## config.mk

```make
export PLATFORM = sky130hd
export DESIGN_NAME = gf_poly_eval
export DESIGN_NICKNAME = d
export VERILOG_FILES = /design/src/rtl/gf_poly_eval.sv
export SDC_FILE = /design/constraint.sdc
export NUM_CORES = 1
export LEC_CHECK = 0
export CAP_MARGIN = 20
export CORE_MARGIN = 2
export CORE_UTILIZATION = 40
export DETAILED_ROUTE_END_ITERATION = 8
export HOLD_SLACK_MARGIN = 0.05
export PLACE_DENSITY_LB_ADDON = 0.05
export SLEW_MARGIN = 30
export SYNTH_ARGS = -nofsm -noshare
export SYNTH_HDL_FRONTEND = slang
export SYNTH_SLANG_ARGS = --single-unit
```

## constraint.sdc

```tcl
create_clock -name clk -period 2.1 [get_ports clk]
set_input_delay 0.525 -clock clk [delete_from_list [all_inputs] [get_ports clk]]
set_output_delay 0.525 -clock clk [all_outputs]
set_load 0.1 [all_outputs]
```

## src/rtl/gf_poly_eval.sv

```systemverilog
// Streaming GF(2^8) Horner evaluator: folds a frame of coefficient bytes (highest
// order first) into r = sum c_i * p^(n-1-i), then holds the result until taken.
module gf_poly_eval #(
    parameter logic [7:0] POLY  = 8'h1B,
    parameter int         LEN_W = 8
) (
    input  logic             clk,
    input  logic             rst,
    input  logic             in_valid,
    output logic             in_ready,
    input  logic [7:0]       in_data,
    input  logic             in_last,
    input  logic [7:0]       point,
    output logic             out_valid,
    input  logic             out_ready,
    output logic [7:0]       out_data,
    output logic [LEN_W-1:0] out_len
);

    typedef enum logic [1:0] {IDLE, ACC, HOLD} state_t;

    state_t             state, state_d;
    logic [7:0]         acc, acc_d;
    logic [7:0]         p_reg, p_d;
    logic [LEN_W-1:0]   len, len_d;
    logic               accept;

    function automatic logic [7:0] xtime(input logic [7:0] v);
        return {v[6:0], 1'b0} ^ (v[7] ? POLY : 8'h00);
    endfunction

    // Shift-and-add multiply: LSB of b first, a doubled each step.
    function automatic logic [7:0] gfmul(input logic [7:0] a, input logic [7:0] b);
        logic [7:0] r, v;
        r = 8'h00;
        v = a;
        for (int i = 0; i < 8; i++) begin
            if (b[i]) r = r ^ v;
            v = xtime(v);
        end
        return r;
    endfunction

    assign in_ready  = (state != HOLD);
    assign out_valid = (state == HOLD);
    assign out_data  = out_valid ? acc : 8'h00;
    assign out_len   = out_valid ? len : '0;
    assign accept    = in_valid && in_ready;

    always_comb begin
        state_d = state;
        acc_d   = acc;
        p_d     = p_reg;
        len_d   = len;
        case (state)
            IDLE: if (accept) begin
                p_d     = point;
                acc_d   = in_data;
                len_d   = LEN_W'(1);
                state_d = in_last ? HOLD : ACC;
            end
            ACC: if (accept) begin
                // Length saturates; the accumulator keeps folding regardless.
                acc_d   = gfmul(acc, p_reg) ^ in_data;
                len_d   = (len == {LEN_W{1'b1}}) ? len : len + LEN_W'(1);
                state_d = in_last ? HOLD : ACC;
            end
            HOLD: if (out_ready) begin
                acc_d   = 8'h00;
                len_d   = '0;
                state_d = IDLE;
            end
            default: state_d = IDLE;
        endcase
    end

    always_ff @(posedge clk) begin
        if (rst) begin
            state <= IDLE;
            acc   <= 8'h00;
            p_reg <= 8'h00;
            len   <= '0;
        end else begin
            state <= state_d;
            acc   <= acc_d;
            p_reg <= p_d;
            len   <= len_d;
        end
    end

endmodule

```

==> metrics, run 1 <==
status=finished with violations; failing checks=setup timing; DIE WIDTH=87.33 µm; vias in the first global route=2622; worst hold start=state[1]$_SDFFE_PP0P_; clk buf depth=2; RSZ-0062 raised after global routing=yes; Post-synth EDFFs=0; critical path capture point type=flip-flop; Reg clk slew, reported paths=0.10 ns; hold-critical path depth=2; Worst slew margin=59.76%; clock latency on the worst-skew pair=0.28 ns; first-pass GRT wire length=13.17 mm; Synth Cell Area=2778 µm²; type of the worst setup path=flip-flop to flip-flop; Slew Viols, Final=0; Int Pwr=2.357 mW; ant diodes=0; RR Endpoint=acc[1]$_SDFFE_PP0P_; cts bufs inserted=3; R2R depth=9; Placed Instances=506; worst path arrival time=2.36 ns; Port Buffers=38; Power per Cell Area=895.6 nW/µm²; Post-synth top flop=dfxtp_1; Post-Syn Area per Cell=7.914 µm²; CTS Sinks=26; Mapped Nets=377; row cnt=30; largest net degree at the start of global routing=17; Comb pwr share=71.3%; crit-path max FO=7; initial antenna violation count=0; number of max-cap violations=0; total gr overflow=0; RePlAce Congestion=0.8823; DRT iter0 DRCs=113; Reg power frac=17.6%; Slew @ Worst Pin=0.5985 ns; DIE AREA=7627 µm²; area of the core=6756 µm²; Final setup viols=6; TNS Setup=-0.3603 ns; Ports=39; Final Hold Fails=0; Worst Hold Class=flip-flop to flip-flop; leak pwr=1.759 nW; Yosys cell types=46; Detailed Place HPWL=6.261 mm; drt wl/cell=15.85 µm; Post-Syn Instances=351; DRC violation count after routing=0; Max Fclk=0.4556 GHz; Worst setup SP type=flip-flop; overall routed net length=8.181 mm; most crowded layer after global routing=met2; Tmin final=2.195 ns; NetSw=1.490 mW; total track usage=22.25%; share of cells above drive strength 1=35.32%; cts hold-fix bufs=0; final net count=463; vias=2667; chip height=87.33 µm; Hold EP=state[1]$_SDFFE_PP0P_; fraction of registers with async set or reset after synthesis=0%; register area share after synthesis=18.74%; #FFs+latches synth=26; CTS tree=yes; antenna viol nets, final=0; htree depth=1; Worst R2R Start=acc[6]$_SDFFE_PP0P_; clock tree skew after final layout=0.006140 ns; DR pass1 iterations=4; GR Layer Usage met1=28.69%; Post-Layout Cell Count=516; Yosys warning count=0; Worst R2R Setup Slack=-0.09 ns; met2 GRT Util=39.46%; DR vias/cell=5.169; peak supply drop=0.0003758 V; initial core utilization=41.11%; Area Overhead vs Synth=54.64%; fraction of power spent switching nets=38.74%; DP Worst Slack=-0.3203 ns; Req. time, crit path=2.27 ns; setup ws final=-0.09477 ns; crit share post-route=104.5%; Clk pwr share=11.1%; clock root cell=clkbuf_8; met3 Resource Use GR=2.370%
-- synthesized netlist by cell type (4+ instances only) --
| cell type | count | share of area (%) |
|---|---|---|
| nand3_1 | 11 | 2.0 |
| inv_1 | 6 | 0.81 |
| mux2_2 | 5 | 2.0 |
| xor2_1 | 13 | 4.1 |
| and2_1 | 16 | 3.6 |
| nor2b_1 | 8 | 1.8 |
| xor2_2 | 5 | 2.9 |
| nor3_1 | 5 | 0.90 |
| mux2i_1 | 5 | 1.8 |
| buf_4 | 4 | 1.1 |
| nand3b_1 | 6 | 1.6 |
| nand2_1 | 82 | 11 |
| a21oi_1 | 17 | 3.1 |
| xor3_1 | 4 | 3.4 |
| xnor2_1 | 41 | 13 |
| buf_2 | 9 | 1.6 |
| clkbuf_1 | 11 | 1.5 |
| a32oi_1 | 6 | 1.9 |
| dfxtp_1 | 26 | 19 |
| nor2_1 | 16 | 2.2 |
| a22oi_1 | 4 | 1.1 |
| o21ai_0 | 8 | 1.4 |
| ha_1 | 5 | 2.3 |
| xnor3_1 | 8 | 6.5 |
-- through the flow --
stage	total power [mW]	utilization, %	area (µm²)	hold WS, ns
floorplan	2.120	-	2836	0.4688
global placement	2.979	58.30	3939	0.4801
detailed placement	3.006	58.30	3939	0.4943
CTS	3.748	62.56	4227	0.5069
global route	4.079	63.57	4295	0.5203
finish	3.847	63.57	4295	0.4998
-- worst max-delay path by stage --
stage | from | to | slack [ns] | cells after the start
global route | acc[7]$_SDFFE_PP0P_ | acc[1]$_SDFFE_PP0P_ | -0.24 | 10
CTS | acc[7]$_SDFFE_PP0P_ | acc[4]$_SDFFE_PP0P_ | -0.09 | 8
finish | acc[6]$_SDFFE_PP0P_ | acc[1]$_SDFFE_PP0P_ | -0.09 | 9
global placement | in_valid | acc[1]$_SDFFE_PP0P_ | -0.30 | 9
detailed placement | in_valid | acc[1]$_SDFFE_PP0P_ | -0.32 | 9
floorplan | state[0]$_SDFFE_PP0P_ | acc[1]$_SDFFE_PP0P_ | -0.49 | 9
-- power groups by stage --
stage	combinational [mW]	clock (mW)	sequential [mW]
floorplan	1.52	0	0.599
global placement	2.32	0	0.661
detailed placement	2.34	0	0.662
CTS	2.65	0.442	0.659
global route	2.93	0.459	0.687
finish	2.74	0.427	0.677
-- worst max-delay path, stage by stage (launching register included) --
cell and delay [ns]:
dfxtp_4 0.40, buf_8 0.14, or2_2 0.28, a21oi_2 0.15, nor4_2 0.07, xnor3_1 0.33
buf_6 0.12, and3b_1 0.17, a2111oi_2 0.33, nand2_1 0.09
-- logic make-up (layout without fill, tap and decap cells) --
group | count (synthesis) | count (layout) | share of synthesized area [%]
and+or+nand+nor | 159 | 159 | 27.34
DFF | 26 | 26 | 18.74
muxes | 13 | 13 | 5.045
xor gates and xnor gates | 72 | 72 | 30.77
AOI/OAI and AO/OA | 44 | 44 | 10.32
buffers and inverters | 32 | 117 | 5.540
adders and majority gates | 5 | 5 | 2.252
-- layout by cell type (no fill, tap or decap), types with 5 or more instances in the layout --
| master | netlist | routed |
|---|---|---|
| dfxtp_2 | 0 | 5 |
| mux2i_1 | 5 | 5 |
| nand2_1 | 82 | 76 |
| buf_6 | 1 | 10 |
| and2_1 | 16 | 6 |
| and2_2 | 0 | 10 |
| nor3_1 | 5 | 5 |
| a32oi_1 | 6 | 6 |
| nor2_1 | 16 | 14 |
| a21oi_1 | 17 | 15 |
| clkdlybuf4s50_1 | 0 | 20 |
| buf_12 | 0 | 26 |
| o21ai_0 | 8 | 7 |
| xor2_1 | 13 | 10 |
| xnor3_1 | 8 | 8 |
| buf_4 | 4 | 50 |
| nor2b_1 | 8 | 7 |
| dfxtp_1 | 26 | 17 |
| nand3b_1 | 6 | 6 |
| nand3_1 | 11 | 11 |
| xnor2_1 | 41 | 34 |
| xor2_2 | 5 | 6 |
| xnor2_2 | 0 | 6 |
-- final cells by class --
cell class | count | area (µm²)
well taps | 80 | 100.1
repair buffers | 107 | 1224
fillers | 592 | 2461
multi-input cells | 293 | 2332
clock inverters | 1 | 30.03
inverters | 6 | 26.28
clock buffers | 3 | 41.29
flip-flops and latches | 26 | 541.8
-- routing by layer --
layer | share of wire (%) | up-vias
met2 | 51 | 49
met3 | 2.7 | 10
met4 | 1.9 | 0
met1 | 44 | 1275
met5 | 0 | -
li1 | - | 1333
-- timing repair --
item	in CTS	in global routing
pin swaps	23	17
buffers inserted	6	1
cloned	0	0
hold endpoints to repair	0	0
endpoints found under the setup margin	8	16
gates resized for setup	38	19
Note: power is estimated with default switching activity, not from simulation.
==> run 2: changes to the inputs <==
GPL_TIMING_DRIVEN = 0   (was unset)
SKIP_LAST_GASP = 1   (was unset)
==> metrics, run 2 (synthesis results as in run 1) <==
row cnt=30; worst hold start=state[1]$_SDFFE_PP0P_; fin util=56.67%; CTS tree=yes; Slew @ Worst Pin=0.6259 ns; hold-critical path depth=2; share of cells above drive strength 1=28.61%; failing checks=setup timing; Worst setup SP type=flip-flop; Reg clk slew, reported paths=0.10 ns; area of the core=6756 µm²; buffers and inverters on the worst path=2; drt wl/cell=15.63 µm; Tmin final=2.195 ns; largest net degree at the start of global routing=15; vias=2544; antenna viol nets, final=0; initial antenna violation count=0; hold slack=0.5166 ns; total gr overflow=0; number of max-cap violations=0; Worst slew margin=58.12%; Final setup viols=5; Ports=39; type of the worst setup path=flip-flop to flip-flop; Worst Hold Class=flip-flop to flip-flop; DR vias/cell=5.202; RR Endpoint=acc[1]$_SDFFE_PP0P_; most crowded layer after global routing=met2; htree depth=1; initial core utilization=41.11%; DP Worst Slack=-0.8026 ns; RSZ-0062 raised after global routing=yes; DIE WIDTH=87.33 µm; clk buf depth=2; Power per Cell Area=882.2 nW/µm²; vias in the first global route=2480; final net count=436; GR Layer Usage met1=28.00%; post-route cell area=3829 µm²; met3 Resource Use GR=1.706%; crit share post-route=104.5%; DIE AREA=7627 µm²; total track usage=21.06%; cell chain of the critical path=buf_6 > xnor3_1 > xnor2_1 > nand2_1 > xnor3_1 > buf_4 > and3b_1 > a2111oi_2 > nand2_1; crit-path max FO=3; slowest CP cell=xnor3_1; RePlAce Congestion=0.8271; clock root cell=clkbuf_8; Final Hold Fails=0; critical path capture point type=flip-flop; met2 GRT Util=36.85%; ant diodes=0; cts bufs inserted=3; Worst R2R Setup Slack=-0.09 ns; peak supply drop=0.0002986 V; Detailed Place HPWL=5.408 mm; Req. time, crit path=2.27 ns; Slew Viols, Final=0; Hold EP=state[1]$_SDFFE_PP0P_; status=finished with violations; R2R depth=9; commonest cells after routing, fill and taps aside=nand2_1 (80), xnor2_1 (33), buf_4 (21); clock tree skew after final layout=0.002184 ns; Area Overhead vs Synth=37.84%; Port Buffers=37; crit-path max cell delay=0.42 ns; first-pass GRT wire length=12.53 mm; Worst R2R Start=acc[1]$_SDFFE_PP0P_; overall routed net length=7.645 mm; Max Fclk=0.4557 GHz; Top delay family on crit path=XOR/XNOR gates; chip height=87.33 µm; worst path arrival time=2.37 ns; dpl cell area=3307 µm²; leak pwr=1.520 nW; clock latency on the worst-skew pair=0.28 ns; cts hold-fix bufs=0; setup ws final=-0.09459 ns; DRT iter0 DRCs=105; DRC violation count after routing=0; CTS Sinks=26; most common cell after layout, fill and taps aside=nand2_1; DR pass1 iterations=4
## run 2: cell count changes in the layout (fill, tap and decap cells not counted), moves of 4 or more
cell / previous run / this run
buf_12: 26 / 3
buf_2: 0 / 6
buf_4: 50 / 21
buf_6: 10 / 17
clkbuf_1: 0 / 5
nand2_1: 76 / 80
## run 2: worst register-to-register path: cells and delay by family (launching register included)
kind	cells	cell delay (ns)
XOR/XNOR	3	1.01
flip-flops	1	0.34
AND/OR/NAND/NOR	3	0.32
buffers and inverters	2	0.23
AO/OA/AOI/OAI	1	0.20
## run 2: area by class of cell
type	instances	area, µm²
plain buffers	22	195.2
repair buffers	58	543.0
flip-flops and latches	26	535.5
inverters	6	30.03
clock buffers	4	55.05
well taps	80	100.1
multi-input cells	293	2370
fillers	651	2928
## run 2: report_power, final
part	total [mW]	switching (mW)	internal, mW
sequential	0.632	0.0725	0.560
clock	0.349	0.180	0.168
combinational	2.40	1.13	1.26
## run 2: routing by layer
layer / vias up / share of wire [%] / wire length [µm]
met4: 0 / 1.0 / 80
met2: 35 / 50 / 3810
met1: 1221 / 46 / 3514
li1: 1280 / - / -
met3: 8 / 3.1 / 240
met5: - / 0 / 0
## run 2: worst max path at each step
| stage | from | depth (start not counted) | to | slack (ns) |
|---|---|---|---|---|
| final | acc[1]$_SDFFE_PP0P_ | 9 | acc[1]$_SDFFE_PP0P_ | -0.09 |
| after global routing | acc[1]$_SDFFE_PP0P_ | 9 | acc[1]$_SDFFE_PP0P_ | -0.23 |
| after CTS | acc[5]$_SDFFE_PP0P_ | 9 | acc[1]$_SDFFE_PP0P_ | -0.11 |
| after detailed placement | in_valid | 8 | acc[6]$_SDFFE_PP0P_ | -0.80 |
| after global placement | in_valid | 8 | acc[6]$_SDFFE_PP0P_ | -0.79 |
| after floorplan | state[0]$_SDFFE_PP0P_ | 9 | acc[1]$_SDFFE_PP0P_ | -0.49 |
## run 2: per-stage QoR
step	total power, mW	std cells	setup TNS (ns)
global route	3.613	489	-1.130
finish	3.378	489	-0.2032
detailed placement	2.484	468	-19.16
CTS	3.145	477	-0.4876
floorplan	2.120	351	-5.007
global placement	2.472	468	-19.26
## run 2: timing repair
item	in CTS	in global routing
pin swaps	25	19
setup buffers	9	12
cloned	0	0
gates resized for setup	155	34
setup endpoints to repair	34	30
==> run 3: changes to the inputs <==
CORE_UTILIZATION = 37   (was 40)
CTS_CLUSTER_SIZE = 25   (was unset)
==> metrics, run 3 (synthesis results as in run 1) <==
DIE WIDTH=90.65 µm; Detailed Place HPWL=5.437 mm; Port Buffers=37; NetSw=1.440 mW; Reg power frac=18.1%; share of cells above drive strength 1=30.66%; Comb pwr share=71.6%; Ports=39; clock root cell=clkbuf_8; commonest cells after routing, fill and taps aside=nand2_1 (77), xnor2_1 (33), buf_4 (21); Int Pwr=2.032 mW; crit-path max FO=7; ant diodes=0; Max Fclk=0.4379 GHz; chip height=90.65 µm; htree depth=1; clock latency on the worst-skew pair=0.28 ns; Slew @ Worst Pin=0.7136 ns; TNS Setup=-0.3946 ns; DIE AREA=8217 µm²; peak supply drop=0.0003757 V; initial antenna violation count=0; area of the core=7253 µm²; RePlAce Congestion=0.8449; FILL cells=689; overall routed net length=8.081 mm; cts hold-fix bufs=0; Slew Viols, Final=0; DR vias/cell=5.049; fin util=55.30%; final net count=438; worst path arrival time=2.46 ns; post-route cell area=4011 µm²; largest net degree at the start of global routing=15; DR pass1 iterations=4; total gr overflow=0; row cnt=31; Tmin final=2.283 ns; Clk pwr share=10.2%; Power per Cell Area=865.6 nW/µm²; CTS Sinks=26; Req. time, crit path=2.28 ns; failing checks=setup timing; antenna viol nets, final=0; most common cell after layout, fill and taps aside=nand2_1; crit share post-route=108.7%; Worst Hold Class=flip-flop to flip-flop; number of max-cap violations=0; status=finished with violations; CTS tree=yes; Worst setup SP type=flip-flop; critical path capture point type=flip-flop; hold slack=0.5314 ns; Area Overhead vs Synth=44.41%; DRT iter0 DRCs=97; Final setup viols=6; Worst slew margin=52.25%; leak pwr=1.591 nW; Final Hold Fails=0; setup ws final=-0.1835 ns; vias=2575; clock tree skew after final layout=0.003131 ns; total track usage=19.81%; fraction of power spent switching nets=41.47%; dpl cell area=3331 µm²; initial core utilization=38.30%; vias in the first global route=2498; type of the worst setup path=flip-flop to flip-flop; drt wl/cell=15.85 µm; Final Power=3.472 mW; RSZ-0062 raised after global routing=yes; Reg clk slew, reported paths=0.10 ns; first-pass GRT wire length=13.04 mm; DRC violation count after routing=0; cts bufs inserted=3; clk buf depth=2
## run 3: changes by cell type in the layout (fill, tap and decap cells not counted), sizes merged
cell,before,now
clkbuf,14,18
buf,51,49
## run 3: repair_timing
action | 4_1_cts | 5_1_grt
setup buffers | 16 | 6
gates cloned | 0 | 1
pin swaps | 17 | 31
gates resized for setup | 149 | 86
setup endpoints to repair | 34 | 32
## run 3: worst paths after layout
path                         start               endpoint  slack, ns  cells past startpoint
min reg2reg  state[1]$_SDFFE_PP0P_  state[1]$_SDFFE_PP0P_       0.53                      2
min          state[1]$_SDFFE_PP0P_  state[1]$_SDFFE_PP0P_       0.53                      2
max            acc[1]$_SDFFE_PP0P_    acc[1]$_SDFFE_PP0P_      -0.18                      8
max reg2reg    acc[1]$_SDFFE_PP0P_    acc[1]$_SDFFE_PP0P_      -0.18                      8
## run 3: power by group through the flow
stage               logic, mW  clock network [mW]  registers [mW]
floorplan                1.52                   0           0.599
global placement         1.87                   0           0.611
detailed placement       1.88                   0           0.611
CTS                      2.15               0.374           0.621
global route             2.67               0.383           0.639
finish                   2.49               0.355           0.629
## run 3: layout make-up
cell class / instances / area, µm² / area share, %
inverters: 6 / 32.53 / 0.8110
multi-input cells: 293 / 2410 / 60.07
plain buffers: 22 / 197.7 / 4.928
clock buffers: 4 / 55.05 / 1.372
repair buffers: 60 / 654.4 / 16.31
well taps: 99 / 123.9 / 3.088
flip-flops and latches: 26 / 538.0 / 13.41
## run 3: per-stage QoR
| stage | instances | worst slack, ns |
|---|---|---|
| 2_1_floorplan | 351 | -0.4856 |
| 3_3_place_gp | 487 | -0.7969 |
| 3_5_place_dp | 487 | -0.8114 |
| 4_1_cts | 503 | -0.2063 |
| 5_1_grt | 510 | -0.2712 |
| 6_report | 510 | -0.1835 |
## run 3: per-layer routing
layer | GRT usage [%] | up-vias | wire length [µm]
met5 | 0 | - | 0
met4 | 3.462 | 0 | 42
met3 | 2.504 | 4 | 387
met2 | 32.28 | 67 | 3777
met1 | 28.36 | 1221 | 3873
li1 | - | 1283 | -
## run 3: critical path, stage by stage, from the launching register on
cell,delay (ns)
dfxtp_2,0.34
buf_6,0.12
xnor3_1,0.43
xnor2_1,0.14
nand2_1,0.07
xnor3_2,0.45
and3b_2,0.23
a2111oi_4,0.31
nand2_1,0.08
